--- src/rtl/mc_core_ctrl.sv ---
// Sequencing controller for the multi-cycle core: owns pc/ir and walks
// IF/ID/EXE/MEM/WB over req/addr_ok/data_ok buses with a handshake watchdog.
module mc_core_ctrl #(
   parameter logic [31:0] RESET_PC = 32'h1c00_0000,
   parameter int unsigned TIMEOUT  = 255,
   parameter int unsigned CNT_W    = 32
) (
   input  logic             clk,
   input  logic             resetn,
   output logic             inst_req,
   output logic [31:0]      inst_addr,
   input  logic             inst_addr_ok,
   input  logic             inst_data_ok,
   input  logic [31:0]      inst_rdata,
   output logic             data_req,
   output logic             data_wr,
   input  logic             data_addr_ok,
   input  logic             data_data_ok,
   input  logic             dec_mem_rd,
   input  logic             dec_mem_wr,
   input  logic             dec_wb,
   input  logic             br_taken,
   input  logic [31:0]      br_target,
   output logic [31:0]      pc,
   output logic [31:0]      ir,
   output logic [2:0]       state,
   output logic             rf_we,
   output logic [CNT_W-1:0] retire_cnt,
   output logic [1:0]       err
);

   typedef enum logic [2:0] {
      IF_REQ   = 3'd0,
      IF_WAIT  = 3'd1,
      ID       = 3'd2,
      EXE      = 3'd3,
      MEM_REQ  = 3'd4,
      MEM_WAIT = 3'd5,
      WB       = 3'd6,
      HALT     = 3'd7
   } state_t;

   localparam logic [31:0] TO_LIM = 32'(TIMEOUT);
   localparam bit          WD_EN  = (TIMEOUT != 0);

   state_t      cur;
   state_t      nxt;
   logic [31:0] wd;
   logic        wr_q;
   logic        retire;
   logic        waiting;
   logic        misalign;
   logic        wd_hit;

   assign misalign = br_taken && (br_target[1:0] != '0);
   assign wd_hit   = WD_EN && (wd == TO_LIM - 32'd1);

   always_comb begin
      nxt     = cur;
      retire  = 1'b0;
      waiting = 1'b0;
      case (cur)
         IF_REQ: begin
            if (inst_addr_ok) nxt = IF_WAIT;
            else              waiting = 1'b1;
         end
         IF_WAIT: begin
            if (inst_data_ok) nxt = ID;
            else              waiting = 1'b1;
         end
         ID: nxt = EXE;
         EXE: begin
            if (dec_mem_rd || dec_mem_wr) nxt = MEM_REQ;
            else if (dec_wb)              nxt = WB;
            else                          retire = 1'b1;
         end
         MEM_REQ: begin
            if (data_addr_ok) nxt = MEM_WAIT;
            else              waiting = 1'b1;
         end
         MEM_WAIT: begin
            if (data_data_ok) begin
               if (dec_mem_rd) nxt = WB;
               else            retire = 1'b1;
            end else begin
               waiting = 1'b1;
            end
         end
         WB:      retire = 1'b1;
         HALT:    nxt = HALT;
         default: nxt = HALT;
      endcase
      // A misaligned taken target stops the core instead of retiring.
      if (retire)            nxt = misalign ? HALT : IF_REQ;
      if (waiting && wd_hit) nxt = HALT;
   end

   always_ff @(posedge clk or negedge resetn) begin
      if (!resetn) begin
         cur        <= IF_REQ;
         pc         <= RESET_PC;
         ir         <= '0;
         retire_cnt <= '0;
         err        <= '0;
         wd         <= '0;
         wr_q       <= 1'b0;
      end else begin
         cur <= nxt;
         if (nxt != cur)   wd <= '0;
         else if (waiting) wd <= wd + 32'd1;
         if (cur == IF_WAIT && inst_data_ok) ir <= inst_rdata;
         // Latch the store flag so data_wr depends on registered state only.
         if (cur == EXE) wr_q <= dec_mem_wr;
         if (retire && !misalign) begin
            pc         <= br_taken ? br_target : pc + 32'd4;
            retire_cnt <= retire_cnt + CNT_W'(1);
         end
         if (retire && misalign) err <= 2'b10;
         if (waiting && wd_hit)  err <= 2'b01;
      end
   end

   assign state     = cur;
   assign inst_req  = (cur == IF_REQ);
   assign inst_addr = pc;
   assign data_req  = (cur == MEM_REQ);
   assign data_wr   = (cur == MEM_REQ) && wr_q;
   assign rf_we     = (cur == WB);

endmodule

--- config.mk ---
export PLATFORM = sky130hd
export DESIGN_NAME = mc_core_ctrl
export DESIGN_NICKNAME = d
export VERILOG_FILES = /design/src/rtl/mc_core_ctrl.sv
export SDC_FILE = /design/constraint.sdc
export NUM_CORES = 1
export LEC_CHECK = 0
export BUFFER_PORTS_ARGS = -buffer_cell sky130_fd_sc_hd__buf_4
export CELL_PAD_IN_SITES_DETAIL_PLACEMENT = 1
export CELL_PAD_IN_SITES_GLOBAL_PLACEMENT = 2
export CORE_AREA = 4 4 143 172
export CTS_CLUSTER_DIAMETER = 30
export CTS_CLUSTER_SIZE = 40
export DETAILED_ROUTE_END_ITERATION = 10
export DIE_AREA = 0 0 147 176
export PLACE_DENSITY = 0.82
export SLEW_MARGIN = 20
export SYNTH_ARGS = -nofsm -noshare
export SYNTH_HDL_FRONTEND = slang
export SYNTH_SLANG_ARGS = --single-unit
--- constraint.sdc ---
create_clock -name clk -period 3 [get_ports clk]
set_input_delay 0.45 -clock clk [delete_from_list [all_inputs] [get_ports clk]]
set_output_delay 0.45 -clock clk [all_outputs]
set_load 0.005 [all_outputs]
==> flow_summary.ini, run 1 <==
[yosys]
ys.flop_type = dfrtp_1
synth_top_area_share_pct = 45.3
synth-edff-count = 0
yosys_warnings = 0
syn_inst = 692
avgSynthCellArea_um2 = 10.5
synth_top_area_cell = dfrtp_1
synth.most_common_cell = dfrtp_1
ys_types = 61
netlist_area_um2 = 7240
synthArstFlopShare_pct = 100
synth_seq_cells = 134
seq_area_frac_synth_pct = 46.4
synth_commonest_cells = dfrtp_1, nand2_1, nand3_1, nor2_1, xnor2_1
synthTopCellsByArea = dfrtp_1, mux2_2, xnor2_1
synthesis.nets = 770

[sta]
slew_headroom_pct = 27.9
hold-worst-slack_ns = 0.240
setup_slack_ns = 0.222
rsz0062_at_grt = false
worstMarginPinSlew_ns = 1.08
slew_viol_final = 0
timing.final.crit_period_ns = 2.78
hold_viol = 0
setup_viol = 0
finalCritPeriodShare_pct = 92.6
skew_ns = 0.0119
fmax_mhz = 360

[worst_setup_path]
crit_cells = 9
crit_type = register to register
rr_endpoint = wd[15]$_DFFE_PN0P_
crit_family = XOR/XNOR gates
critPathSlowestCell = xor2_2
worstPathArrival_ns = 3.03
slowest_delay_ns = 0.85
crit_fanout = 13
crit_buf_inv = 2
rrSetupSlack_ns = 0.22
start_kind = register
crit_required_ns = 3.25
r2r_start = wd[0]$_DFFE_PN0P_
critPathCaptureType = register
path_cells = inv_1 > ha_1 > nor4b_1 > buf_4 > nand4_1 > nor4_4 > a311o_4 > xor2_2 > nor4_2
crit_end = wd[15]$_DFFE_PN0P_
rr_worst_depth = 9
crit_start = wd[0]$_DFFE_PN0P_

[route]
post_drt_wl_per_cell_um = 18.4
via_per_inst = 4.98
drc = 0
ant_nets = 0
drt-pass1-iter-count = 4
drt_iter0_drc = 228
wl_um = 22600
via_count = 6121

[cts]
cts_setup_buffers = 0
cts_buffers = 17
root_buffer = clkbuf_16
clk_path_buf_depth = 2
clk-insertion-delay-late_ns = 0.42
clk_pin_slew_ns = 0.06
htree_num_levels = 4
cts_sinks = 134
cts_tree = done

[floorplan]
die_h_um = 176
io_pins = 211
fp-row-count = 61
die_area_um2 = 25900
die_w_um = 147
initial_core_util_pct = 31.5
core_um2 = 23000

[final_layout]
multiInputGateArea_um2 = 3460
fillers = 2578
seq_area_um2 = 3360
drive_above_1_share_pct = 40.0
stdcell_area_um2 = 9770
insertedDiodeCount = 0
area_growth_pct = 35.0
nets = 979

[global_routing]
grt.total_usage_pct = 17.3
antenna_found_initial = 0
grt_pass1_vias = 6556
grt_pass1_wl_um = 35900
overflow = 0
grt_max_degree = 59

[power]
ir_drop_v = 0.000409
p_leak_nw = 4.26
power_density_nw_per_um2 = 872

[place]
gp_congestion = 0.774
portBuffers = 210
dpl_worst_slack_ns = -0.0113
placed_area_um2 = 9180
dpl.hpwl_um = 16400

[worst_hold_path]
hold_path_class = input port to register

[run]
max_cap_viol_count = 0

[run_status]
outcome = finished clean
## how the worst min path moves through the flow
stage / startpoint / to / depth (start not counted)
3_3_place_gp: resetn / retire_cnt[11]$_DFFE_PN0P_ / 1
4_1_cts: br_target[7] / inst_addr[7]$_DFFE_PN0P_ / 3
3_5_place_dp: resetn / retire_cnt[11]$_DFFE_PN0P_ / 1
6_report: br_target[7] / inst_addr[7]$_DFFE_PN0P_ / 3
5_1_grt: br_target[29] / inst_addr[29]$_DFFE_PN0P_ / 3
2_1_floorplan: resetn / err[0]$_DFFE_PN0P_ / 0
## cells in the final DEF, fill, tap and decap left out, types with 3 or more instances in the layout
master / synthesis / final
nand2_1: 59 / 59
xnor2_1: 42 / 42
nor2_1: 48 / 48
nand3_1: 49 / 49
nor2b_1: 6 / 6
a21oi_1: 12 / 11
a32oi_1: 7 / 7
mux2_2: 33 / 33
a22oi_1: 7 / 7
ha_1: 4 / 4
inv_1: 9 / 9
nand4_1: 22 / 22
xor2_1: 23 / 23
clkinvlp_4: 0 / 5
buf_4: 35 / 247
inv_6: 0 / 6
o21ai_0: 23 / 22
o311ai_0: 3 / 3
nor4_2: 29 / 29
a221o_1: 4 / 4
clkbuf_16: 0 / 17
dfrtp_1: 131 / 131
nor3_1: 14 / 14
buf_12: 0 / 4
and3_1: 16 / 16
or3_1: 7 / 7
o22ai_1: 5 / 5
mux2i_1: 10 / 10
dfstp_2: 3 / 3
nor4_1: 10 / 10
and4_1: 7 / 7
a31oi_1: 6 / 6
and2_1: 4 / 4
## repair_timing
item / 4_1_cts / 5_1_grt
setup endpoints to repair: 0 / 9
gates resized for setup: 0 / 0
endpoints found under the hold margin: 41 / 0
hold buffers: 1 / 0
## area by class of cell
class / count / area share [%]
clock buffer: 18 / 4.39
clock inverter: 14 / 1.43
inverter: 9 / 0.346
multi-input combinational: 486 / 35.4
sequential: 134 / 34.3
tap: 315 / 4.03
timing repair buffer: 253 / 20.0
## stage by stage
stage / power [W] / instances / util, % / TNS [ns]
2_1_floorplan: 0.00494 / 692 / - / 0
3_3_place_gp: 0.00642 / 1195 / 39.9 / 0
3_5_place_dp: 0.00652 / 1195 / 39.9 / -0.0285
4_1_cts: 0.00859 / 1228 / 42.5 / 0
5_1_grt: 0.00908 / 1229 / 42.5 / 0
6_report: 0.00853 / 1229 / 42.5 / 0
## registers in the layout (all words and copies together) (netlist names)
name / flops
err: 2
state: 3
retire_cnt: 32
inst_addr: 32
ir: 32
wr_q: 1
wd: 32
## kinds of logic after synthesis
logic type / synth area share, %
simple gates: 23.4
compound gates: 8.66
flops: 46.4
xor+xnor: 8.24
mux: 6.51
fa+ha+maj: 0.691
buf+inv: 6.17
## report_power, final
| part | switching (W) | internal (W) |
|---|---|---|
| logic | 0.00190 | 0.00175 |
| registers | 0.000562 | 0.00227 |
| clock network | 0.000883 | 0.00116 |
## tightest hold or removal path, delay by kind of cell
family	cells	cell delay [ns]
and+or+nand+nor	1	0.04
buffers and inverters	1	0.08
AOI/OAI and AO/OA	1	0.06
## routing by layer
| metal | GRT usage (%) | wire, µm |
|---|---|---|
| met1 | 21.3 | 9580 |
| met2 | 30.8 | 11600 |
| met3 | 3.08 | 935 |
| met4 | 5.79 | 413 |
| met5 | 0 | 0 |
No activity file was read; power rests on OpenSTA's default activity.
==> inputs of run 2 (changes only) <==
- ABC_AREA: not set -> 1
- CORE_AREA: 4 4 143 172 -> 4 4 154 185
- DIE_AREA: 0 0 147 176 -> 0 0 158 189
- PLACE_DENSITY: 0.82 -> 0.83
==> flow_summary.ini, run 2 <==
[global_routing]
overflow = 0
grt_pass1_vias = 7849
grt_max_degree = 70
grt.total_usage_pct = 17.8
antenna_found_initial = 0
grt_pass1_wl_um = 42200

[yosys]
ys.flop_type = dfrtp_1
synth_top_area_cell = dfrtp_1
synth_top_area_share_pct = 41.6
ys_types = 39
synth_seq_cells = 134
synthMuxAreaShare_pct = 4.57
synthTopCellsByArea = dfrtp_1, nand2_1, nor2_1
seq_area_frac_synth_pct = 42.6
synthesis.nets = 1093
synth-simple-area-share_pct = 31.4
syn_inst = 1015
synth_fa_ha_area_share_pct = 0.634
synth_xor_area_share_pct = 6.77
yosys_warnings = 0
synth.most_common_cell = nand2_1
netlist_area_um2 = 7890
synth_compound_area_share_pct = 5.17
synth-edff-count = 0
synthArstFlopShare_pct = 100
avgSynthCellArea_um2 = 7.77
synth_top_family_by_area = simple AND/OR/NAND/NOR gates
synth_commonest_cells = nand2_1, nor2_1, dfrtp_1, inv_1, nand3_1

[place]
dpl.hpwl_um = 20100
portBuffers = 210
gp_congestion = 0.794

[final_layout]
insertedDiodeCount = 0
drive_above_1_share_pct = 25.6
area_growth_pct = 29.7
nets = 1279
final_common_cell = nand2_1
layout_common_cells = nand2_1, buf_4, nor2_1, dfrtp_1, inv_1

[sta]
worstMarginPinSlew_ns = 0.706
setup_viol = 0
hold_viol = 0
slew_headroom_pct = 53.0
timing.final.crit_period_ns = 2.60
tns_ns = 0
finalCritPeriodShare_pct = 86.7
slew_viol_final = 0
skew_ns = 0.0105
fmax_mhz = 384
rsz0062_at_grt = false

[floorplan]
die_area_um2 = 29900
io_pins = 211
core_um2 = 26800
initial_core_util_pct = 29.4
fp-row-count = 66
die_h_um = 189
die_w_um = 158

[route]
via_count = 7324
ant_nets = 0
post_drt_wl_per_cell_um = 16.7
via_per_inst = 4.71
wl_um = 26000
drc = 0
drt-pass1-iter-count = 4
drt_iter0_drc = 256

[worst_setup_path]
crit_type = register to register
path_cells = clkinv_1 > nand3_1 > nand2_1 > inv_1 > nand2_2 > nand2_4 > nand3_1 > nand2_1 > nand2_1 > inv_1 > nand3_4 > nor2_1
crit_fanout = 32
critPathSlowestCell = dfrtp_1
crit_family = simple AND/OR/NAND/NOR gates
path_common_cell = nand2_1
rr_endpoint = wd[10]$_DFFE_PN0P_
crit_cells = 12
start_kind = register
crit_buf_inv = 3
crit_start = state[2]$_DFF_PN0_
worstPathArrival_ns = 2.94
rrSetupSlack_ns = 0.40
r2r_start = state[2]$_DFF_PN0_
slowest_delay_ns = 0.59
critPathCaptureType = register
crit_required_ns = 3.34
rr_worst_depth = 12
crit_end = wd[10]$_DFFE_PN0P_

[power]
p_leak_nw = 4.83
finalPower_w = 0.00881
p_sw_w = 0.00346
p_sw_share_pct = 39.3
power_density_nw_per_um2 = 861
combPwrFrac_pct = 39.8
sequentialPowerShare_pct = 35.8
ir_drop_v = 0.000372
clkPwrFrac_pct = 24.4
internal_power_w = 0.00535

[run_status]
outcome = finished clean

[cts]
clk-insertion-delay-late_ns = 0.43
cts_setup_buffers = 0
cts_sinks = 134
root_buffer = clkbuf_16
htree_num_levels = 4
clk_path_buf_depth = 2
cts_buffers = 17
cts_tree = done
holdBufCountCts = 0
cts_resized = 0
clk_pin_slew_ns = 0.07

[worst_hold_path]
hold_path_class = input port to async pin

[run]
max_cap_viol_count = 0
[run 2: power by group through the flow]
| stage | clock, W | sequential, W | combinational, W |
|---|---|---|---|
| 2_1_floorplan | 0 | 0.00297 | 0.00207 |
| 3_5_place_dp | 0 | 0.00320 | 0.00358 |
| 4_1_cts | 0.00221 | 0.00317 | 0.00359 |
| 5_1_grt | 0.00230 | 0.00327 | 0.00393 |
| 6_report | 0.00215 | 0.00315 | 0.00351 |
| 3_3_place_gp | 0 | 0.00317 | 0.00350 |
[run 2: metrics by stage]
| step | hold slack (ns) | setup WS (ns) | area, µm² | cells | util, % |
|---|---|---|---|---|---|
| 2_1_floorplan | 0.154 | 1.12 | 7890 | 1015 | - |
| 3_3_place_gp | 0.487 | 0.476 | 9640 | 1522 | 35.9 |
| 3_5_place_dp | 0.490 | 0.329 | 9640 | 1522 | 35.9 |
| 4_1_cts | 0.0616 | 0.321 | 10200 | 1554 | 38.1 |
| 5_1_grt | 0.0705 | 0.0823 | 10200 | 1554 | 38.1 |
| 6_report | 0.0334 | 0.398 | 10200 | 1554 | 38.1 |
[run 2: worst min-delay path by stage]
stage	startpoint	to	slack, ns
floorplan	resetn	err[0]$_DFFE_PN0P_	0.15
global placement	ir[10]$_DFFE_PN0P_	ir[10]$_DFFE_PN0P_	0.49
detailed placement	inst_addr[0]$_DFFE_PN0P_	inst_addr[0]$_DFFE_PN0P_	0.49
CTS	resetn	ir[22]$_DFFE_PN0P_	0.06
global route	resetn	ir[22]$_DFFE_PN0P_	0.07
finish	resetn	ir[22]$_DFFE_PN0P_	0.03
[run 2: cells by family (layout without fill, tap and decap cells)]
family / after synthesis / in the layout
buffers and inverters: 146 / 345
xor gates and xnor gates: 61 / 61
adders and majority gates: 4 / 4
DFF: 134 / 134
and+or+nand+nor: 568 / 568
muxes: 32 / 32
AOI/OAI and AO/OA: 70 / 70
[run 2: per-layer routing]
metal  global-route usage [%]  wire length [µm]
met1                     22.2             11100
met2                     31.1             13500
met3                     3.50               828
met4                     5.42               563
met5                        0                 0
[run 2: area by class of cell]
| class | count | area [µm²] |
|---|---|---|
| Sequential cell | 134 | 3360 |
| Timing Repair Buffer | 219 | 1670 |
| Fill cell | 3258 | 16600 |
| Clock buffer | 17 | 425 |
| Inverter | 94 | 353 |
| Clock inverter | 15 | 166 |
| Multi-Input combinational cell | 735 | 3830 |
| Tap cell | 340 | 425 |
==> inputs of run 3 (changes only) <==
- CELL_PAD_IN_SITES_DETAIL_PLACEMENT: 1 -> 2
==> flow_summary.ini, run 3 (synthesis gave the netlist of run 2 again) <==
[run_status]
outcome = finished clean

[final_layout]
area_growth_pct = 29.8
fin_util_pct = 38.1
insertedDiodeCount = 0
layout_common_cells = nand2_1, buf_4, nor2_1, dfrtp_1, inv_1
final_common_cell = nand2_1
drive_above_1_share_pct = 25.6
nets = 1279

[worst_setup_path]
crit_fanout = 32
critPathSlowestCell = dfrtp_1
critPathCaptureType = register
crit_type = register to register
worstPathArrival_ns = 3.03
crit_start = state[2]$_DFF_PN0_
path_common_cell = nand2_1
r2r_start = state[2]$_DFF_PN0_
slowest_delay_ns = 0.58
crit_required_ns = 3.34
path_cells = clkinv_1 > nand3_1 > nand2_1 > inv_1 > nand2_2 > nand2_4 > nand3_1 > nand2_1 > nand2_1 > inv_1 > nand3_4 > nor2_1
start_kind = register

[cts]
cts_sinks = 134
root_buffer = clkbuf_16
cts_buffers = 17
cts_setup_buffers = 0
clk-insertion-delay-late_ns = 0.43
htree_num_levels = 4
cts_resized = 0
cts_tree = done
clk_path_buf_depth = 2
holdBufCountCts = 0
clk_pin_slew_ns = 0.06

[place]
dpl.hpwl_um = 22300
gp_congestion = 0.794
portBuffers = 210

[power]
power_density_nw_per_um2 = 874
ir_drop_v = 0.000469
internal_power_w = 0.00538
p_sw_w = 0.00357
combPwrFrac_pct = 40.2
sequentialPowerShare_pct = 35.7
p_sw_share_pct = 39.9
clkPwrFrac_pct = 24.1
p_leak_nw = 4.83

[route]
via_per_inst = 4.89
wl_um = 29300
drt_iter0_drc = 260
drt-pass1-iter-count = 4
post_drt_wl_per_cell_um = 18.8
via_count = 7593
ant_nets = 0
drc = 0

[sta]
timing.final.crit_period_ns = 2.69
slew_viol_final = 0
finalCritPeriodShare_pct = 89.7
rsz0062_at_grt = false
tns_ns = 0
fmax_mhz = 372
skew_ns = 0.0101
setup_viol = 0
slew_headroom_pct = 52.2
worstMarginPinSlew_ns = 0.716
hold_viol = 0

[floorplan]
initial_core_util_pct = 29.4
die_area_um2 = 29900
die_h_um = 189
core_um2 = 26800
die_w_um = 158
fp-row-count = 66
io_pins = 211

[global_routing]
grt.total_usage_pct = 20.1
grt_pass1_wl_um = 47600
antenna_found_initial = 0
grt_pass1_vias = 8549
overflow = 0
grt_max_degree = 70

[worst_hold_path]
hold_path_class = input port to async pin

[run]
max_cap_viol_count = 0
run 3: changes by cell type in the layout (fill, tap and decap cells not counted), sizes merged:
cell | before | now
clkbuf | 17 | 19
clkinvlp | 2 | 3
inv | 100 | 97
run 3: path summary, 6_finish.rpt:
| path | cells after the start | slack [ns] | to |
|---|---|---|---|
| min in group clk | 2 | 0.25 | ir[28]$_DFFE_PN0P_ |
| max in group asynchronous | 2 | 2.13 | inst_addr[27]$_DFFE_PN1P_ |
| hold / removal | 1 | 0.04 | ir[22]$_DFFE_PN0P_ |
| setup reg to reg | 12 | 0.31 | wd[13]$_DFFE_PN0P_ |
| setup / recovery | 12 | 0.31 | wd[13]$_DFFE_PN0P_ |
| hold reg to reg | 2 | 0.50 | inst_addr[0]$_DFFE_PN0P_ |
run 3: through the flow:
step	setup slack [ns]	instance area, µm²	hold WS [ns]	power (W)	std cells
after CTS	0.240	10200	0.0650	0.00910	1554
after detailed placement	0.259	9640	0.494	0.00687	1522
after floorplan	1.12	7890	0.154	0.00504	1015
after global placement	0.476	9640	0.487	0.00667	1522
final	0.310	10200	0.0444	0.00895	1554
after global routing	0.0220	10200	0.0733	0.00959	1554
run 3: worst max-delay path: cells and delay by family (launching register included):
| kind | cells | cell delay [ns] |
|---|---|---|
| simple gates | 9 | 1.50 |
| flops | 1 | 0.58 |
| buf+inv | 3 | 0.49 |
run 3: final cells by class:
cell class,instances,area (µm²)
fillers,3061,16600
multi-input cells,735,3830
flip-flops and latches,134,3360
repair buffers,219,1670
clock buffers,19,453
well taps,340,425
inverters,94,353
clock inverters,13,145
run 3: power by group through the flow:
stage | clock, W | combinational [W] | sequential, W
global route | 0.00229 | 0.00399 | 0.00330
detailed placement | 0 | 0.00366 | 0.00322
CTS | 0.00221 | 0.00369 | 0.00320
global placement | 0 | 0.00350 | 0.00317
finish | 0.00216 | 0.00360 | 0.00319
floorplan | 0 | 0.00207 | 0.00297
run 3: per-layer routing:
layer	GRT usage, %	share of wire [%]
met5	0	0
met4	4.79	1.8
met3	3.54	3.3
met2	36.8	55
met1	24.2	40
